$ cat config.mk
export PLATFORM = sky130hd
export DESIGN_NAME = alarm_seq_ctrl
export DESIGN_NICKNAME = d
export VERILOG_FILES = /design/src/rtl/alarm_seq_ctrl.sv
export SDC_FILE = /design/constraint.sdc
export NUM_CORES = 1
export LEC_CHECK = 0
export BUFFER_PORTS_ARGS = -buffer_cell sky130_fd_sc_hd__buf_4
export CORE_ASPECT_RATIO = 0.6
export CORE_MARGIN = 5
export CORE_UTILIZATION = 35
export CTS_CLUSTER_DIAMETER = 120
export CTS_CLUSTER_SIZE = 30
export DETAILED_ROUTE_END_ITERATION = 10
export GPL_TIMING_DRIVEN = 0
export PLACE_DENSITY = 0.63
export SLEW_MARGIN = 10
export SYNTH_ARGS = -nofsm -noshare
export SYNTH_HDL_FRONTEND = slang
export SYNTH_SLANG_ARGS = --single-unit
$ cat constraint.sdc
create_clock -name clk_i -period 3.72 [get_ports clk_i]
set_clock_uncertainty 0.2 [all_clocks]
set_input_delay 0.558 -clock clk_i [delete_from_list [all_inputs] [get_ports clk_i]]
set_output_delay 0.558 -clock clk_i [all_outputs]
set_load 0.05 [all_outputs]
$ cat src/rtl/alarm_seq_ctrl.sv
// Event sequencer for the alarm clock FSM: detects the alarm time, times ring and
// snooze periods, decodes the snooze/off button and emits one-cycle strobes.
module alarm_seq_ctrl #(
  parameter  int RING_SEC       = 60,
  parameter  int SNOOZE_SEC     = 300,
  parameter  int LONG_PRESS_SEC = 2,
  parameter  int MAX_SNOOZES    = 3,
  localparam int SW             = $clog2(MAX_SNOOZES + 2)
) (
  input  logic          clk_i,
  input  logic          rst_i,
  input  logic          sec_tick_i,
  input  logic [4:0]    cur_hour_i,
  input  logic [5:0]    cur_min_i,
  input  logic [4:0]    alarm_hour_i,
  input  logic [5:0]    alarm_min_i,
  input  logic [2:0]    fsm_state_i,
  input  logic          btn_i,
  output logic          alarm_start_o,
  output logic          alarm_timeout_o,
  output logic          alarm_force_snooze_o,
  output logic          alarm_snooze_timeout_o,
  output logic          alarm_off_o,
  output logic          buzzer_o,
  output logic [SW-1:0] snooze_cnt_o
);

  localparam int SEC_MAX = (RING_SEC > SNOOZE_SEC) ? RING_SEC : SNOOZE_SEC;
  localparam int CW      = $clog2(SEC_MAX + 1);
  localparam int PW      = $clog2(LONG_PRESS_SEC + 1);

  localparam logic [CW-1:0] RING_LAST    = CW'(RING_SEC - 1);
  localparam logic [CW-1:0] SNOOZE_LAST  = CW'(SNOOZE_SEC - 1);
  localparam logic [PW-1:0] PRESS_LAST   = PW'(LONG_PRESS_SEC - 1);
  localparam logic [SW-1:0] SNOOZE_LIMIT = SW'(MAX_SNOOZES);

  typedef enum logic [1:0] {
    ST_IDLE   = 2'b00,
    ST_SET    = 2'b01,
    ST_ALARM  = 2'b10,
    ST_SNOOZE = 2'b11
  } state_t;

  state_t          state_q;
  state_t          cur_state;
  logic            match_q;
  logic            btn_q;
  logic            fired_q;
  logic            press_q;
  logic [CW-1:0]   sec_cnt_q;
  logic [PW-1:0]   press_cnt_q;

  logic entry, active, match, btn_rise;
  logic ring_end, snz_end, long_press, btn_release, short_press;
  logic at_limit, fired_now, start_cond;
  logic issue_start, issue_timeout, issue_force, issue_snz, issue_off, any_issue;

  always_comb begin
    // Illegal 1xx encodings collapse onto IDLE so they never look like an entry.
    cur_state   = fsm_state_i[2] ? ST_IDLE : state_t'(fsm_state_i[1:0]);
    entry       = (cur_state != state_q);
    active      = (cur_state == ST_ALARM) || (cur_state == ST_SNOOZE);
    match       = (cur_hour_i == alarm_hour_i) && (cur_min_i == alarm_min_i);
    btn_rise    = btn_i & ~btn_q;
    start_cond  = (cur_state == ST_SET) & match & ~match_q;

    ring_end    = ~entry & (cur_state == ST_ALARM)  & sec_tick_i & (sec_cnt_q == RING_LAST);
    snz_end     = ~entry & (cur_state == ST_SNOOZE) & sec_tick_i & (sec_cnt_q == SNOOZE_LAST);
    long_press  = press_q & active & btn_i & sec_tick_i & (press_cnt_q == PRESS_LAST);
    btn_release = press_q & active & ~btn_i;
    short_press = btn_release & (cur_state == ST_ALARM);

    at_limit    = (snooze_cnt_o >= SNOOZE_LIMIT);
    fired_now   = fired_q & ~entry;

    // Priority: off > timeout > force_snooze > snooze_timeout > start.
    issue_off     = ~fired_now & (long_press | ((ring_end | short_press) & at_limit));
    issue_timeout = ~fired_now & ~issue_off & ring_end;
    issue_force   = ~fired_now & ~issue_off & ~issue_timeout & short_press;
    issue_snz     = ~fired_now & ~issue_off & ~issue_timeout & ~issue_force & snz_end;
    issue_start   = ~fired_now & ~issue_off & ~issue_timeout & ~issue_force & ~issue_snz
                    & start_cond;
    any_issue     = issue_off | issue_timeout | issue_force | issue_snz | issue_start;
  end

  always_ff @(posedge clk_i) begin
    if (rst_i) begin
      state_q                <= ST_IDLE;
      match_q                <= 1'b0;
      btn_q                  <= 1'b0;
      fired_q                <= 1'b0;
      press_q                <= 1'b0;
      sec_cnt_q              <= '0;
      press_cnt_q            <= '0;
      snooze_cnt_o           <= '0;
      alarm_start_o          <= 1'b0;
      alarm_timeout_o        <= 1'b0;
      alarm_force_snooze_o   <= 1'b0;
      alarm_snooze_timeout_o <= 1'b0;
      alarm_off_o            <= 1'b0;
      buzzer_o               <= 1'b0;
    end else begin
      state_q                <= cur_state;
      match_q                <= match;
      btn_q                  <= btn_i;
      fired_q                <= fired_now | any_issue;
      alarm_start_o          <= issue_start;
      alarm_timeout_o        <= issue_timeout;
      alarm_force_snooze_o   <= issue_force;
      alarm_snooze_timeout_o <= issue_snz;
      alarm_off_o            <= issue_off;
      buzzer_o               <= (cur_state == ST_ALARM);

      // The period counter wraps at its terminal count so it never overflows while fired.
      if (entry || !active) begin
        sec_cnt_q <= '0;
      end else if (sec_tick_i) begin
        if (ring_end || snz_end) begin
          sec_cnt_q <= '0;
        end else begin
          sec_cnt_q <= sec_cnt_q + CW'(1);
        end
      end

      if (!active) begin
        press_q <= 1'b0;
      end else if (btn_rise) begin
        press_q     <= 1'b1;
        press_cnt_q <= '0;
      end else if (long_press || btn_release) begin
        press_q <= 1'b0;
      end else if (press_q && btn_i && sec_tick_i) begin
        press_cnt_q <= press_cnt_q + PW'(1);
      end

      if (!active) begin
        snooze_cnt_o <= '0;
      end else if ((issue_timeout || issue_force) && (snooze_cnt_o < SNOOZE_LIMIT)) begin
        snooze_cnt_o <= snooze_cnt_o + SW'(1);
      end
    end
  end

endmodule

### After elaboration in Yosys (flattened, before gate mapping)

Index checks and enable logic that the tools add are counted.
Widths: inputs -> output; s select.

* register bits after elaboration: 26
* bits of input ports: 29
* output and inout bits: 9

* add/sub/neg operators: 3
* magnitude comparators: 2
* equal/unequal tests: 10
* mux-type cells: 7
* bitwise gates (word level): 43
* reductions and logical operators: 15

Operator list (number)
* $and 1x1->1: 26
* $not 1->1: 10
* $add 9x1->9 const B: 1
* $eq 9x6->1 const B: 1
* $eq 9x9->1 const B: 1
* $mux 9: 1
* $mux 2: 4
* $or 1x1->1: 7
* $eq 6x6->1: 1
* $eq 5x5->1: 1
* $logic_or 1x1->1: 5
* $eq 2x1->1 const B: 2
* $eq 2x2->1 const B: 2
* $logic_and 1x1->1: 4
* $reduce_bool 2->1: 2
* $reduce_or 2->1: 2
* $add 3x1->3 const B: 1
* $ge 3x2->1 const B: 1
* $lt 3x2->1 const B: 1
* $reduce_and 3->1: 1
* $add 2x1->2 const B: 1
* $mux 1: 2
* $ne 2x2->1: 1
* $ne 2x2->1 const B: 1
* $logic_not 1->1: 1

### Logic depth before layout (Yosys ltp)

* word-level depth: 24
* gate-level depth with buffers: 7
* gate-level depth less buffers: 7

### Worst setup path after synthesis

No wires, ideal clock.

* path type: input -> register
* start point: input port alarm_min_i[4]
* end point: register fired_q
* setup time: 0.077 ns
* data arrival time: 1.733 ns
* slack: 1.711 ns
* cell stages on the path: 5
* path buffers: 0
* cells stage by stage: xor2_1 nor4_1 nand3_1 or4_4 a41oi_2

* word-level cells in the longest chain between the ends: 7

RTL lines
* start: declaration: RTL line 16 `input logic [5:0] alarm_min_i,`
* $eq 6x6->1: RTL line 63 `match = (cur_hour_i == alarm_hour_i) && (cur_min_i == alarm_min_i);`
* $logic_and 1x1->1: RTL line 63
* $and 1x1->1 (2 in a row): RTL line 65 `start_cond = (cur_state == ST_SET) & match & ~match_q;`
* $and 1x1->1: RTL line 82 `& start_cond;`
* $or 1x1->1: RTL line 83 `any_issue = issue_off | issue_timeout | issue_force | issue_snz | issue_start;`
* $or 1x1->1: RTL line 106 `fired_q <= fired_now | any_issue;`
* end signal: assignment: RTL line 106
* end: declaration: RTL line 48 `logic fired_q;`

Every way passes these cells.
A chain may end at the register's enable or synchronous reset.

### Worst setup path after layout

* start point: register sec_cnt_q[2]
* end point: register snooze_cnt_o[0]

* word-level cells in the longest chain between the ends: 14

RTL lines
* start: declaration: RTL line 50 `logic [CW-1:0] sec_cnt_q;`
* start signal: assignment: RTL line 121 `sec_cnt_q <= sec_cnt_q + CW'(1);`
* $eq 9x6->1 *: RTL line 67 `ring_end = ~entry & (cur_state == ST_ALARM) & sec_tick_i & (sec_cnt_q == RING_LAST);`
* $and 1x1->1 *: RTL line 67
* $or 1x1->1: RTL line 77 `issue_off = ~fired_now & (long_press | ((ring_end | short_press) & at_limit));`
* $and 1x1->1: RTL line 77
* $or 1x1->1: RTL line 77
* $and 1x1->1: RTL line 77
* $not 1->1: RTL line 78, 79
* $and 1x1->1: RTL line 78, 79
* $and 1x1->1: RTL line 78 `issue_timeout = ~fired_now & ~issue_off & ring_end;`
* $not 1->1: RTL line 79 `issue_force = ~fired_now & ~issue_off & ~issue_timeout & short_press;`
* $and 1x1->1 (2 in a row): RTL line 79
* $logic_or 1x1->1 *: RTL line 138 `end else if ((issue_timeout || issue_force) && (snooze_cnt_o < SNOOZE_LIMIT)) begin`
* $logic_and 1x1->1 *: RTL line 138
* end signal: assignment: RTL line 139 `snooze_cnt_o <= snooze_cnt_o + SW'(1);`
* end: declaration: RTL line 25 `output logic [SW-1:0] snooze_cnt_o`

Every way passes the cells marked *; elsewhere a longest branch is shown, timed or not.

==> impl_results.html <==
<table>
<tr><th>Metric</th><th>Value</th></tr>
<tr><th colspan="2">Run status</th></tr>
<tr><td>Status</td><td>finished, final reports clean</td></tr>
<tr><th colspan="2">Power and ir drop</th></tr>
<tr><td>Cell internal power dissipation</td><td>410 µW</td></tr>
<tr><td>Clock group share of total power</td><td>34.6%</td></tr>
<tr><td>Tot Pwr</td><td>530 µW</td></tr>
<tr><td>Lkg Pwr</td><td>0.693 nW</td></tr>
<tr><td>Share of total power consumed by net switching</td><td>22.7%</td></tr>
<tr><td>Fraction of power consumed by sequential logic</td><td>53.4%</td></tr>
<tr><td>Worst IR Drop VDD</td><td>180 µV</td></tr>
<tr><td>Pwr/cell area</td><td>303 nW/µm²</td></tr>
<tr><td>Net Sw Power</td><td>120 µW</td></tr>
<tr><td>Combinational fraction of design power</td><td>12.0%</td></tr>
<tr><th colspan="2">Floorplan</th></tr>
<tr><td>Floorplan die height</td><td>58.6 µm</td></tr>
<tr><td>Area of the die</td><td>5340 µm²</td></tr>
<tr><td>Initial standard-cell utilization of the core</td><td>36.9%</td></tr>
<tr><td>Horizontal die dimension</td><td>91.1 µm</td></tr>
<tr><td>Placeable core region</td><td>3740 µm²</td></tr>
<tr><td>Number of placement rows</td><td>17</td></tr>
<tr><td>I/O pin total</td><td>38</td></tr>
<tr><th colspan="2">GRT</th></tr>
<tr><td>Maximum number of pins on one net before global-route repair</td><td>15</td></tr>
<tr><td>Total GRT Usage</td><td>13.2%</td></tr>
<tr><td>Vias in the first global route</td><td>1,209</td></tr>
<tr><td>Total congestion overflow after global routing</td><td>0</td></tr>
<tr><td>Wire length of the first global-routing pass</td><td>5.67 mm</td></tr>
<tr><td>Initial antenna violation count</td><td>0</td></tr>
<tr><th colspan="2">Detailed routing</th></tr>
<tr><td>Drt initial violations</td><td>52</td></tr>
<tr><td>Final antenna-violating net count</td><td>0</td></tr>
<tr><td>Average vias per placed instance</td><td>4.99</td></tr>
<tr><td>Routed wire length</td><td>3.37 mm</td></tr>
<tr><td>Total number of vias</td><td>1,208</td></tr>
<tr><td>Count of unresolved DRC violations after routing</td><td>0</td></tr>
<tr><td>Drt first pass iters</td><td>4</td></tr>
<tr><td>WL per Instance</td><td>13.9 µm</td></tr>
<tr><th colspan="2">Clock tree</th></tr>
<tr><td>Hold buffer count at CTS</td><td>0</td></tr>
<tr><td>Post CTS Setup Buffer Count</td><td>0</td></tr>
<tr><td># clock sinks</td><td>26</td></tr>
<tr><td>H-Tree Level Count</td><td>1</td></tr>
<tr><td>Buffer levels on the longest clock path</td><td>2</td></tr>
<tr><td>Number of buffers added by the clock tree synthesis step</td><td>3</td></tr>
<tr><td>CTS tree</td><td>yes</td></tr>
<tr><td>CTS clk-pin slew, worst paths</td><td>0.09 ns</td></tr>
<tr><td>Clock tree root buffer cell</td><td>sky130_fd_sc_hd__clkbuf_8</td></tr>
<tr><td>Number of resized instances in the post-cts repair step</td><td>0</td></tr>
<tr><td>Insertion delay to the later sink of the worst-skew pair</td><td>0.27 ns</td></tr>
<tr><th colspan="2">Cells and area</th></tr>
<tr><td>Ant. Diodes</td><td>0</td></tr>
<tr><td>Number of fill cells</td><td>374</td></tr>
<tr><td>Post-layout instance area</td><td>1750 µm²</td></tr>
<tr><td>Final-stage net count</td><td>229</td></tr>
<tr><td>Post-route core utilization</td><td>46.7%</td></tr>
<tr><td>Number of standard cells in the final layout excluding fillers</td><td>242</td></tr>
<tr><td>Area added between synthesis and finish</td><td>26.7%</td></tr>
<tr><td>Fraction of final layout cells sized beyond drive strength 1</td><td>24.6%</td></tr>
<tr><th colspan="2">Setup path</th></tr>
<tr><td>Crit path arrival time</td><td>2.01 ns</td></tr>
<tr><td>Required time at the endpoint of the critical path</td><td>3.67 ns</td></tr>
<tr><td>Worst setup path category</td><td>reg -&gt; reg</td></tr>
<tr><td>Worst Setup End Kind</td><td>flip-flop</td></tr>
<tr><td>Highest fanout seen on the critical path</td><td>4</td></tr>
<tr><td>Startpoint type of the worst setup path</td><td>flip-flop</td></tr>
<tr><th colspan="2">Yosys</th></tr>
<tr><td>Mapped Cells</td><td>157</td></tr>
<tr><td>Async S/R FF share, synth</td><td>0%</td></tr>
<tr><td>Top cell type by total area after synthesis</td><td>sky130_fd_sc_hd__dfxtp_1</td></tr>
<tr><td>Commonest cells in the netlist</td><td>sky130_fd_sc_hd__dfxtp_1 (26), sky130_fd_sc_hd__nor2_1 (22), sky130_fd_sc_hd__nand2_1 (16)</td></tr>
<tr><td>Share of Yosys cell area claimed by the top area cell type</td><td>37.7%</td></tr>
<tr><td>Number of enable flip-flop cells after synthesis</td><td>0</td></tr>
<tr><td>Flops &amp; latches, synth</td><td>26</td></tr>
<tr><td>Post-Syn Nets</td><td>190</td></tr>
<tr><td>Synth unique cells</td><td>43</td></tr>
<tr><td>Post-synthesis average cell area</td><td>8.79 µm²</td></tr>
<tr><td>Dominant register cell in the synthesized netlist</td><td>sky130_fd_sc_hd__dfxtp_1</td></tr>
<tr><td>Synthesized cell area</td><td>1380 µm²</td></tr>
<tr><td>Sequential cell area fraction in the yosys report</td><td>37.7%</td></tr>
<tr><td>Synth area leaders</td><td>sky130_fd_sc_hd__dfxtp_1 (38%), sky130_fd_sc_hd__xnor2_1 (7.6%), sky130_fd_sc_hd__nor2_1 (6.0%)</td></tr>
<tr><td>Yosys Warn Count</td><td>0</td></tr>
<tr><td>Most common cell in the synthesized netlist</td><td>sky130_fd_sc_hd__dfxtp_1</td></tr>
<tr><th colspan="2">Timing</th></tr>
<tr><td>Setup tns final</td><td>0 ns</td></tr>
<tr><td>Max Transition Viols Final</td><td>0</td></tr>
<tr><td>Final hold slack</td><td>0.270 ns</td></tr>
<tr><td>Worst Slack Setup Final</td><td>1.67 ns</td></tr>
<tr><td>Number of setup violations in the final report</td><td>0</td></tr>
<tr><td>Unrepaired setup endpoints after global routing</td><td>no</td></tr>
<tr><td>Highest clock rate</td><td>487 MHz</td></tr>
<tr><td>Final Hold Fails</td><td>0</td></tr>
<tr><td>Portion of the clock cycle consumed by the worst path in the final layout</td><td>55.2%</td></tr>
<tr><td>Measured slew at the worst slew-check pin</td><td>0.699 ns</td></tr>
<tr><td>Final worst path period need</td><td>2.05 ns</td></tr>
<tr><td>Relative slew slack</td><td>52.7%</td></tr>
<tr><th colspan="2">Placed design</th></tr>
<tr><td>Input/output buffers</td><td>34</td></tr>
<tr><td>Number of cells after detailed placement</td><td>238</td></tr>
<tr><td>Post-place instance area</td><td>1690 µm²</td></tr>
<tr><td>RD Place Congestion</td><td>0.799</td></tr>
<tr><td>Setup slack after placement</td><td>1.47 ns</td></tr>
<tr><td>Post-detailed-placement half-perimeter wirelength</td><td>2.75 mm</td></tr>
<tr><th colspan="2">Worst hold path</th></tr>
<tr><td>Tightest Hold Check Type</td><td>reg -&gt; reg</td></tr>
<tr><th colspan="2">Flow run</th></tr>
<tr><td>Max capacitance violation total</td><td>0</td></tr>
</table>
[worst max-delay path, stage by stage, from the launching register on]
cell and delay (ns):
sky130_fd_sc_hd__dfxtp_1 0.35, sky130_fd_sc_hd__nor4b_1 0.48, sky130_fd_sc_hd__nand4_1 0.18, sky130_fd_sc_hd__a211oi_1 0.33
sky130_fd_sc_hd__o211ai_2 0.21, sky130_fd_sc_hd__mux2i_1 0.18
[path summary, 6_finish.rpt]
check	start	endpoint	slack [ns]	depth (start not counted)
max	sec_cnt_q[2]$_SDFFE_PP0P_	snooze_cnt_o[0]$_SDFFE_PP0P_	1.67	5
min	btn_q$_SDFF_PP0_	press_q$_SDFFE_PP0P_	0.27	1
max reg2reg	sec_cnt_q[2]$_SDFFE_PP0P_	snooze_cnt_o[0]$_SDFFE_PP0P_	1.67	5
min reg2reg	btn_q$_SDFF_PP0_	press_q$_SDFFE_PP0P_	0.27	1
[cells in the final DEF, fill, tap and decap left out, drive strengths merged, types with 2 or more instances in the layout]
cell type,synthesis,layout
o21ai,3,3
nor2,22,22
nor2b,2,2
nor4,3,3
nand4,3,3
or3,3,3
clkbuf,2,6
nand2b,5,5
buf,2,36
ha,4,4
nand3,6,6
xnor2,13,13
nor4b,3,3
dfxtp,26,26
xor2,7,7
nand2,16,16
and3,4,4
a21oi,7,7
mux2i,3,3
inv,4,4
[routing by layer]
metal  GRT usage [%]  part of all wire (%)
met1            17.3                    49
met2            21.3                    46
met3            4.21                   4.3
met4            3.14                  0.36
met5               0                     0
[power groups by stage]
stage               Clock, mW  Sequential (mW)  Combinational, mW
floorplan                   0            0.290             0.0323
global placement            0            0.289             0.0619
detailed placement          0            0.290             0.0636
CTS                     0.188            0.283             0.0638
global route            0.199            0.284             0.0705
finish                  0.183            0.283             0.0637
[logic make-up (layout without fill, tap and decap cells)]
group,Yosys count,in the layout,synth area share (%)
AO/OA/AOI/OAI,21,21,11.6
XOR/XNOR,20,20,13.2
adder cells (fa/ha/maj),4,4,3.63
buffers and inverters,8,46,2.54
flip-flops,26,26,37.7
multiplexers,3,3,2.18
AND/OR/NAND/NOR,75,75,29.1
[state kept, by name, indices dropped and copies added, names as in the netlist]
register                cells
sec_cnt_q                   9
snooze_cnt_o                3
press_cnt_q                 2
state_q                     2
alarm_force_snooze_o        1
alarm_off_o                 1
alarm_snooze_timeout_o      1
alarm_start_o               1
alarm_timeout_o             1
btn_q                       1
buzzer_o                    1
fired_q                     1
match_q                     1
press_q                     1
[layout make-up]
class	count	area (µm²)	share of cell area [%]
sequential	26	520	29.8
clock buffer	4	55.1	3.15
tap	47	58.8	3.36
timing repair buffer	34	255	14.6
multi-input combinational	123	825	47.1
buffer	4	20.0	1.14
inverter	4	15.0	0.858
No activity file was read; power rests on OpenSTA's default activity.
